File: config.mk
export PLATFORM = sky130hd
export DESIGN_NAME = hazard_fwd_ctrl
export DESIGN_NICKNAME = d
export VERILOG_FILES = /design/src/rtl/hazard_fwd_ctrl.sv
export SDC_FILE = /design/constraint.sdc
export NUM_CORES = 1
export LEC_CHECK = 0
export CAP_MARGIN = 20
export CORE_MARGIN = 2
export CORE_UTILIZATION = 30
export DETAILED_ROUTE_END_ITERATION = 10
export DONT_BUFFER_PORTS = 1
export GPL_TIMING_DRIVEN = 0
export PLACE_DENSITY = 0.51
export RECOVER_POWER = 100
export SLEW_MARGIN = 0
export SYNTH_ARGS = -nofsm -noshare
export SYNTH_HDL_FRONTEND = slang
export SYNTH_SLANG_ARGS = --single-unit
File: constraint.sdc
create_clock -name clk -period 2.8 [get_ports clk]
set_input_delay 0.56 -clock clk [delete_from_list [all_inputs] [get_ports clk]]
set_output_delay 0.56 -clock clk [all_outputs]
set_load 0.02 [all_outputs]
File: src/rtl/hazard_fwd_ctrl.sv
`default_nettype none
// ============================================================================
// Module      : hazard_fwd_ctrl
// Description : Forwarding and hazard controller for the 5-stage 16-bit
//               pipeline. It tracks shadow destination tags for EX and MEM,
//               drives the operand-A/B forwarding mux selects, and raises
//               stall/bubble for load-use hazards. It also holds EX while the
//               multicycle multiplier runs.
// Revision    : 1.0 - initial release
// ============================================================================
module hazard_fwd_ctrl #(
    parameter int REG_W   = 4,
    parameter int MUL_LAT = 4,
    parameter int CNT_W   = 16
) (
    input  logic             clk,
    input  logic             rst_n,
    input  logic             id_valid,
    input  logic [REG_W-1:0] id_rs1,
    input  logic [REG_W-1:0] id_rs2,
    input  logic             id_rs1_used,
    input  logic             id_rs2_used,
    input  logic [REG_W-1:0] id_rd,
    input  logic             id_we,
    input  logic             id_is_load,
    input  logic             id_is_mul,
    input  logic             flush,
    output logic             stall,
    output logic             bubble,
    output logic             ex_hold,
    output logic             mul_start,
    output logic [1:0]       fwd_a_sel,
    output logic [1:0]       fwd_b_sel,
    output logic [CNT_W-1:0] stall_count
);

    // The busy counter only has to hold MUL_LAT-1; keep at least one bit so
    // the design still elaborates when MUL_LAT is 1.
    localparam int c_CNT_BITS = (MUL_LAT > 1) ? $clog2(MUL_LAT) : 1;
    localparam logic [c_CNT_BITS-1:0] c_MUL_INIT = c_CNT_BITS'(MUL_LAT - 1);
    localparam logic [c_CNT_BITS-1:0] c_CNT_ONE  = c_CNT_BITS'(1);
    localparam logic                  c_MUL_MULTI = (MUL_LAT > 1);

    localparam logic [1:0] c_SEL_RF  = 2'b00;
    localparam logic [1:0] c_SEL_EX  = 2'b10;
    localparam logic [1:0] c_SEL_MEM = 2'b01;

    typedef enum logic [0:0] {
        ST_RUN      = 1'b0,
        ST_MUL_BUSY = 1'b1
    } state_t;

    state_t                r_state;
    state_t                w_state_nxt;
    logic [c_CNT_BITS-1:0] r_mul_cnt;
    logic [c_CNT_BITS-1:0] w_mul_cnt_nxt;

    // Shadow tags of the instructions currently in EX and MEM.
    logic             r_ex_valid;
    logic [REG_W-1:0] r_ex_rd;
    logic             r_ex_we;
    logic             r_ex_load;
    logic             r_mem_valid;
    logic [REG_W-1:0] r_mem_rd;
    logic             r_mem_we;

    logic [1:0]       r_fwd_a;
    logic [1:0]       r_fwd_b;
    logic             r_mul_start;
    logic [CNT_W-1:0] r_stall_cnt;

    logic w_rs1_ex;
    logic w_rs2_ex;
    logic w_rs1_mem;
    logic w_rs2_mem;
    logic w_lu;
    logic w_issue;
    logic [1:0] w_sel_a;
    logic [1:0] w_sel_b;

    // Source/destination tag matches; register 0 is hardwired zero and
    // therefore never forwards or causes a stall.
    always_comb begin
        w_rs1_ex  = r_ex_valid & r_ex_we & (r_ex_rd == id_rs1)
                    & (id_rs1 != '0) & id_rs1_used;
        w_rs2_ex  = r_ex_valid & r_ex_we & (r_ex_rd == id_rs2)
                    & (id_rs2 != '0) & id_rs2_used;
        w_rs1_mem = r_mem_valid & r_mem_we & (r_mem_rd == id_rs1)
                    & (id_rs1 != '0) & id_rs1_used;
        w_rs2_mem = r_mem_valid & r_mem_we & (r_mem_rd == id_rs2)
                    & (id_rs2 != '0) & id_rs2_used;
        w_lu      = id_valid & r_ex_load & (w_rs1_ex | w_rs2_ex);
    end

    // State register of the multiply sequencer.
    always_ff @(posedge clk or negedge rst_n) begin
        if (!rst_n) begin
            r_state   <= ST_RUN;
            r_mul_cnt <= '0;
        end else begin
            r_state   <= w_state_nxt;
            r_mul_cnt <= w_mul_cnt_nxt;
        end
    end

    // Next-state logic plus the combinational pipeline-control outputs.
    always_comb begin
        w_state_nxt   = r_state;
        w_mul_cnt_nxt = r_mul_cnt;
        stall         = 1'b0;
        bubble        = 1'b0;
        ex_hold       = 1'b0;
        w_issue       = 1'b0;
        case (r_state)
            ST_RUN: begin
                // A taken branch kills the ID instruction, so any load-use
                // hazard it carried no longer matters.
                if (flush) begin
                    bubble = 1'b1;
                end else if (w_lu) begin
                    stall  = 1'b1;
                    bubble = 1'b1;
                end
                w_issue = id_valid & ~flush & ~w_lu;
                if (w_issue && id_is_mul && c_MUL_MULTI) begin
                    w_state_nxt   = ST_MUL_BUSY;
                    w_mul_cnt_nxt = c_MUL_INIT;
                end
            end
            ST_MUL_BUSY: begin
                // EX is occupied by the multiply and cannot resolve a
                // branch, so flush is deliberately ignored here.
                stall         = 1'b1;
                ex_hold       = 1'b1;
                w_mul_cnt_nxt = r_mul_cnt - c_CNT_ONE;
                if (r_mul_cnt == c_CNT_ONE) begin
                    w_state_nxt = ST_RUN;
                end
            end
            default: begin
                w_state_nxt   = ST_RUN;
                w_mul_cnt_nxt = '0;
            end
        endcase
    end

    // Forwarding selects for the instruction issuing this cycle; EX wins
    // over MEM because it holds the younger result.
    always_comb begin
        w_sel_a = c_SEL_RF;
        w_sel_b = c_SEL_RF;
        if (w_issue) begin
            if (w_rs1_ex) begin
                w_sel_a = c_SEL_EX;
            end else if (w_rs1_mem) begin
                w_sel_a = c_SEL_MEM;
            end
            if (w_rs2_ex) begin
                w_sel_b = c_SEL_EX;
            end else if (w_rs2_mem) begin
                w_sel_b = c_SEL_MEM;
            end
        end
    end

    // Advance the EX/MEM tag pipeline; while the multiplier holds EX the
    // EX tag and selects freeze and MEM drains to empty.
    always_ff @(posedge clk or negedge rst_n) begin
        if (!rst_n) begin
            r_ex_valid  <= 1'b0;
            r_ex_rd     <= '0;
            r_ex_we     <= 1'b0;
            r_ex_load   <= 1'b0;
            r_mem_valid <= 1'b0;
            r_mem_rd    <= '0;
            r_mem_we    <= 1'b0;
            r_fwd_a     <= c_SEL_RF;
            r_fwd_b     <= c_SEL_RF;
            r_mul_start <= 1'b0;
        end else if (!ex_hold) begin
            r_mem_valid <= r_ex_valid;
            r_mem_rd    <= r_ex_rd;
            r_mem_we    <= r_ex_we;
            if (w_issue) begin
                r_ex_valid <= 1'b1;
                r_ex_rd    <= id_rd;
                r_ex_we    <= id_we;
                r_ex_load  <= id_is_load;
            end else begin
                r_ex_valid <= 1'b0;
                r_ex_rd    <= '0;
                r_ex_we    <= 1'b0;
                r_ex_load  <= 1'b0;
            end
            r_fwd_a     <= w_sel_a;
            r_fwd_b     <= w_sel_b;
            r_mul_start <= w_issue & id_is_mul;
        end else begin
            r_mem_valid <= 1'b0;
            r_mem_we    <= 1'b0;
            r_mul_start <= 1'b0;
        end
    end

    // Saturating count of stalled cycles for performance monitoring.
    always_ff @(posedge clk or negedge rst_n) begin
        if (!rst_n) begin
            r_stall_cnt <= '0;
        end else if (stall && (r_stall_cnt != {CNT_W{1'b1}})) begin
            r_stall_cnt <= r_stall_cnt + 1'b1;
        end
    end

    assign fwd_a_sel   = r_fwd_a;
    assign fwd_b_sel   = r_fwd_b;
    assign mul_start   = r_mul_start;
    assign stall_count = r_stall_cnt;

endmodule
`default_nettype wire
==> run_summary.xml <==
<?xml version="1.0" encoding="UTF-8"?>
<metrics>
  <group name="outcome">
    <metric name="outcome" unit="">complete, but fails checks</metric>
    <metric name="violations" unit="">capacitance limit, slew limit</metric>
  </group>
  <group name="logic_synthesis">
    <metric name="synthesis.area" unit="µm²">1930</metric>
    <metric name="synth-seq-area-share" unit="%">48.1</metric>
    <metric name="synth_area_per_inst" unit="µm²">11.5</metric>
    <metric name="number_of_instances_in_the_synthesized_netlist" unit="">168</metric>
    <metric name="synth_largest_area_cell" unit="">sky130_fd_sc_hd__dfrtp_1</metric>
    <metric name="mappedNetlistNets" unit="">191</metric>
    <metric name="yosys_warning_total" unit="">0</metric>
    <metric name="synthFlopType" unit="">sky130_fd_sc_hd__dfrtp_1</metric>
    <metric name="ys_types" unit="">43</metric>
    <metric name="main_area_contributors_after_synthesis" unit="">sky130_fd_sc_hd__dfrtp_1, sky130_fd_sc_hd__xnor2_1, sky130_fd_sc_hd__mux2_2</metric>
    <metric name="synth_seq_cells" unit="">37</metric>
    <metric name="synthDominantCellAreaShare" unit="%">48.1</metric>
    <metric name="number_of_enable_flip_flop_cells_after_synthesis" unit="">0</metric>
    <metric name="ys_async_sr_fraction" unit="%">100</metric>
  </group>
  <group name="layout">
    <metric name="mostFrequentLayoutCells" unit="">sky130_fd_sc_hd__dfrtp_1, sky130_fd_sc_hd__xnor2_1, sky130_fd_sc_hd__nand2_1, sky130_fd_sc_hd__clkbuf_1, sky130_fd_sc_hd__clkbuf_8</metric>
    <metric name="final_nets" unit="">200</metric>
    <metric name="antennaDiodeCount" unit="">0</metric>
    <metric name="flow.area_growth_from_synthesis" unit="%">8.84</metric>
    <metric name="proportion_of_layout_cells_with_a_drive_suffix_above_1" unit="%">13.5</metric>
    <metric name="fillCellCount" unit="">658</metric>
    <metric name="layout.cells.most_common" unit="">sky130_fd_sc_hd__dfrtp_1</metric>
  </group>
  <group name="sta">
    <metric name="worstMarginPinSlew" unit="ns">1.96</metric>
    <metric name="period_needed" unit="ns">2.61</metric>
    <metric name="report.final.setup_viol" unit="">0</metric>
    <metric name="final_max_slew_viol_count" unit="">38</metric>
    <metric name="setup_total_negative_slack" unit="ns">0</metric>
    <metric name="grt_setup_unrepaired" unit="">false</metric>
    <metric name="fin_skew" unit="ns">0.00344</metric>
    <metric name="fmax" unit="MHz">383</metric>
    <metric name="final-hold-violation-count" unit="">0</metric>
    <metric name="timing.final.crit_share" unit="%">93.1</metric>
    <metric name="relSlewSlack" unit="%">-31.0</metric>
  </group>
  <group name="worst_hold_path">
    <metric name="hold_ep" unit="">r_ex_rd[0]</metric>
    <metric name="worstHoldStart" unit="">id_rd[0]</metric>
    <metric name="whs_path_depth" unit="">1</metric>
    <metric name="hold_class" unit="">primary input to register</metric>
  </group>
  <group name="route">
    <metric name="dr_total_vias" unit="">1297</metric>
    <metric name="wl" unit="µm">4200</metric>
    <metric name="routed_wire_length_per_instance" unit="µm">16.5</metric>
    <metric name="detail_route.drc_violations" unit="">0</metric>
    <metric name="iteration_count_of_the_initial_detailed_routing_pass" unit="">5</metric>
    <metric name="vias_per_cell" unit="">5.09</metric>
    <metric name="post_route_ant_nets" unit="">0</metric>
    <metric name="first_drt_iteration_drcs" unit="">25</metric>
  </group>
  <group name="power_and_ir_drop">
    <metric name="power.ir.vdd_worst" unit="µV">338</metric>
    <metric name="leakagePower" unit="nW">0.869</metric>
    <metric name="finalPower" unit="W">0.00166</metric>
    <metric name="power_density" unit="nW/µm²">794</metric>
  </group>
  <group name="critical_path">
    <metric name="cp_top_family" unit="">simple AND/OR/NAND/NOR gates</metric>
    <metric name="cp_slowest_cell" unit="">sky130_fd_sc_hd__dfrtp_1</metric>
    <metric name="criticalPathCategory" unit="">register to output port</metric>
    <metric name="crit-reg2reg-launch" unit="">stall_count[0]</metric>
    <metric name="r2r_cells" unit="">7</metric>
    <metric name="critical_path_buf_inv_count" unit="">1</metric>
    <metric name="start_kind" unit="">register</metric>
    <metric name="cell_chain_of_the_critical_path" unit="">xor2_1 -&gt; nor3_1 -&gt; nand4_2 -&gt; a211oi_4 -&gt; buf_6 -&gt; or2_2</metric>
    <metric name="setup.reg_to_reg.worst_slack" unit="ns">0.38</metric>
    <metric name="cp_data_arrival_time" unit="ns">2.05</metric>
    <metric name="required_time_reported_for_the_critical_path_endpoint" unit="ns">2.24</metric>
    <metric name="timing.critical_path.to_type" unit="">output port</metric>
    <metric name="slowest_delay" unit="ns">0.44</metric>
    <metric name="reg2reg_to" unit="">stall_count[1]</metric>
    <metric name="worst-path-max-fanout" unit="">10</metric>
  </group>
  <group name="global_route">
    <metric name="met2_usage" unit="%">19.9</metric>
    <metric name="grt_start_max_net_pins" unit="">38</metric>
    <metric name="grt.overflow.total" unit="">0</metric>
    <metric name="gr-max-usage-layer" unit="">met2</metric>
    <metric name="number_of_antenna_violations_at_the_first_check_in_global_routing" unit="">0</metric>
    <metric name="global_route.usage.met3" unit="%">5.64</metric>
    <metric name="vias_in_the_first_global_route" unit="">1292</metric>
    <metric name="grt_usage" unit="%">12.3</metric>
    <metric name="first_pass_grt_wire_length" unit="µm">6840</metric>
    <metric name="fraction_of_met1_tracks_used_by_global_routing" unit="%">15.1</metric>
  </group>
  <group name="clock_network">
    <metric name="ctsRootBufferMaster" unit="">sky130_fd_sc_hd__clkbuf_8</metric>
    <metric name="cts_buffers" unit="">5</metric>
    <metric name="cts_tree" unit="">yes</metric>
    <metric name="clock_latency" unit="ns">0.28</metric>
    <metric name="cts-htree-levels" unit="">2</metric>
    <metric name="cts_buffer_depth" unit="">2</metric>
    <metric name="clk_pin_slew" unit="ns">0.07</metric>
    <metric name="total_number_of_clock_tree_sinks" unit="">37</metric>
  </group>
  <group name="place">
    <metric name="detailed_place_hpwl" unit="µm">3080</metric>
    <metric name="placement.io_buffers" unit="">0</metric>
    <metric name="globalplace.congestion" unit="">0.737</metric>
  </group>
  <group name="floorplan">
    <metric name="chipHeight" unit="µm">84.1</metric>
    <metric name="placement_rows" unit="">29</metric>
    <metric name="initial_core_util" unit="%">30.7</metric>
    <metric name="floorplan_die_area" unit="µm²">7080</metric>
    <metric name="die_w" unit="µm">84.1</metric>
    <metric name="placeableCoreArea" unit="µm²">6280</metric>
    <metric name="pin_count" unit="">45</metric>
  </group>
  <group name="job">
    <metric name="cap_viol_max_count" unit="">1</metric>
  </group>
</metrics>
## flip-flops by register name, indices dropped and copies added, names as in the netlist
| signal | cells |
|---|---|
| fwd_a_sel | 2 |
| fwd_b_sel | 2 |
| mul_start | 1 |
| r_ex_load | 1 |
| r_ex_rd | 4 |
| r_ex_valid | 1 |
| r_ex_we | 1 |
| r_mem_rd | 4 |
| r_mem_valid | 1 |
| r_mem_we | 1 |
| r_mul_cnt | 2 |
| r_state | 1 |
| stall_count | 16 |
## power by group
group / leakage [nW] / internal [W] / switching, W
combinational: 0.321 / 0.000189 / 0.000241
sequential: 0.494 / 0.000643 / 0.000183
clock: 0.0542 / 0.000223 / 0.000185
total: 0.869 / 0.00106 / 0.000608
## Yosys cell counts (2+ instances only)
master,number
sky130_fd_sc_hd__dfrtp_1,37
sky130_fd_sc_hd__nand4_1,5
sky130_fd_sc_hd__nor3_1,5
sky130_fd_sc_hd__inv_1,5
sky130_fd_sc_hd__xor2_1,6
sky130_fd_sc_hd__clkbuf_1,3
sky130_fd_sc_hd__a21oi_1,2
sky130_fd_sc_hd__nor2_1,3
sky130_fd_sc_hd__mux2_2,5
sky130_fd_sc_hd__o31ai_1,2
sky130_fd_sc_hd__o41ai_2,2
sky130_fd_sc_hd__ha_1,2
sky130_fd_sc_hd__nand2_1,11
sky130_fd_sc_hd__and3_1,5
sky130_fd_sc_hd__nand4_2,2
sky130_fd_sc_hd__o211ai_2,3
sky130_fd_sc_hd__a22o_1,5
sky130_fd_sc_hd__buf_6,2
sky130_fd_sc_hd__or3_1,2
sky130_fd_sc_hd__nor2b_1,2
sky130_fd_sc_hd__o21ai_0,3
sky130_fd_sc_hd__o2111ai_1,4
sky130_fd_sc_hd__o21ai_1,4
sky130_fd_sc_hd__nand2b_1,3
sky130_fd_sc_hd__xnor2_1,24
sky130_fd_sc_hd__o211ai_1,2
sky130_fd_sc_hd__and4_1,2
sky130_fd_sc_hd__nor3b_1,2
## through the flow
step | std cells | util, % | setup WS [ns] | cell area [µm²] | hold WS (ns)
after floorplan | 168 | - | 0.409 | 1930 | 0.264
after global placement | 245 | 32.2 | 0.124 | 2020 | 0.265
after detailed placement | 245 | 32.2 | 0.168 | 2020 | 0.265
after CTS | 255 | 34.3 | 0.0515 | 2150 | 0.112
after global routing | 255 | 33.4 | 0.0845 | 2100 | 0.391
final | 255 | 33.4 | 0.192 | 2100 | 0.403
## kinds of logic (layout without fill, tap and decap cells)
group	count (synthesis)	count (layout)	share of synthesized area, %
and+or+nand+nor	46	46	14.0
xor gates and xnor gates	30	30	13.6
DFF	37	37	48.1
buffers and inverters	12	22	3.18
adders and majority gates	2	2	1.30
muxes	6	6	3.70
AOI/OAI and AO/OA	35	35	16.1
## metal layers
| layer | vias up | wire length [µm] |
|---|---|---|
| met1 | 625 | 1790 |
| met3 | 2 | 366 |
| met5 | - | 0 |
| li1 | 628 | - |
| met4 | 0 | 22 |
| met2 | 42 | 2020 |
## worst max path at each step
stage | endpoint | depth (start not counted) | startpoint
5_1_grt | stall | 6 | r_ex_rd[2]
4_1_cts | stall | 3 | r_state
3_3_place_gp | stall | 6 | id_rs2[2]
6_report | stall | 6 | r_ex_rd[2]
3_5_place_dp | stall | 6 | id_rs2[2]
2_1_floorplan | stall | 6 | id_rs2[2]
## cell type report
| type | instances | area (µm²) | area share, % |
|---|---|---|---|
| clock buffer | 7 | 96.3 | 4.60 |
| buffer | 7 | 35.0 | 1.67 |
| inverter | 5 | 18.8 | 0.896 |
| timing repair buffer | 2 | 7.51 | 0.358 |
| clock inverter | 1 | 5.00 | 0.239 |
| multi-input combinational | 119 | 911 | 43.5 |
| tap | 77 | 96.3 | 4.60 |
| sequential | 37 | 926 | 44.2 |
## repair_timing
item                                    in CTS  in global routing
endpoints found under the setup margin       1                  1
resized for setup                            0                  1
pin swaps                                    1                  0
setup buffers                                1                  0
hold endpoints to repair                    37                  0
hold buffers                                 1                  0
Power figures use the tool's default switching activity.
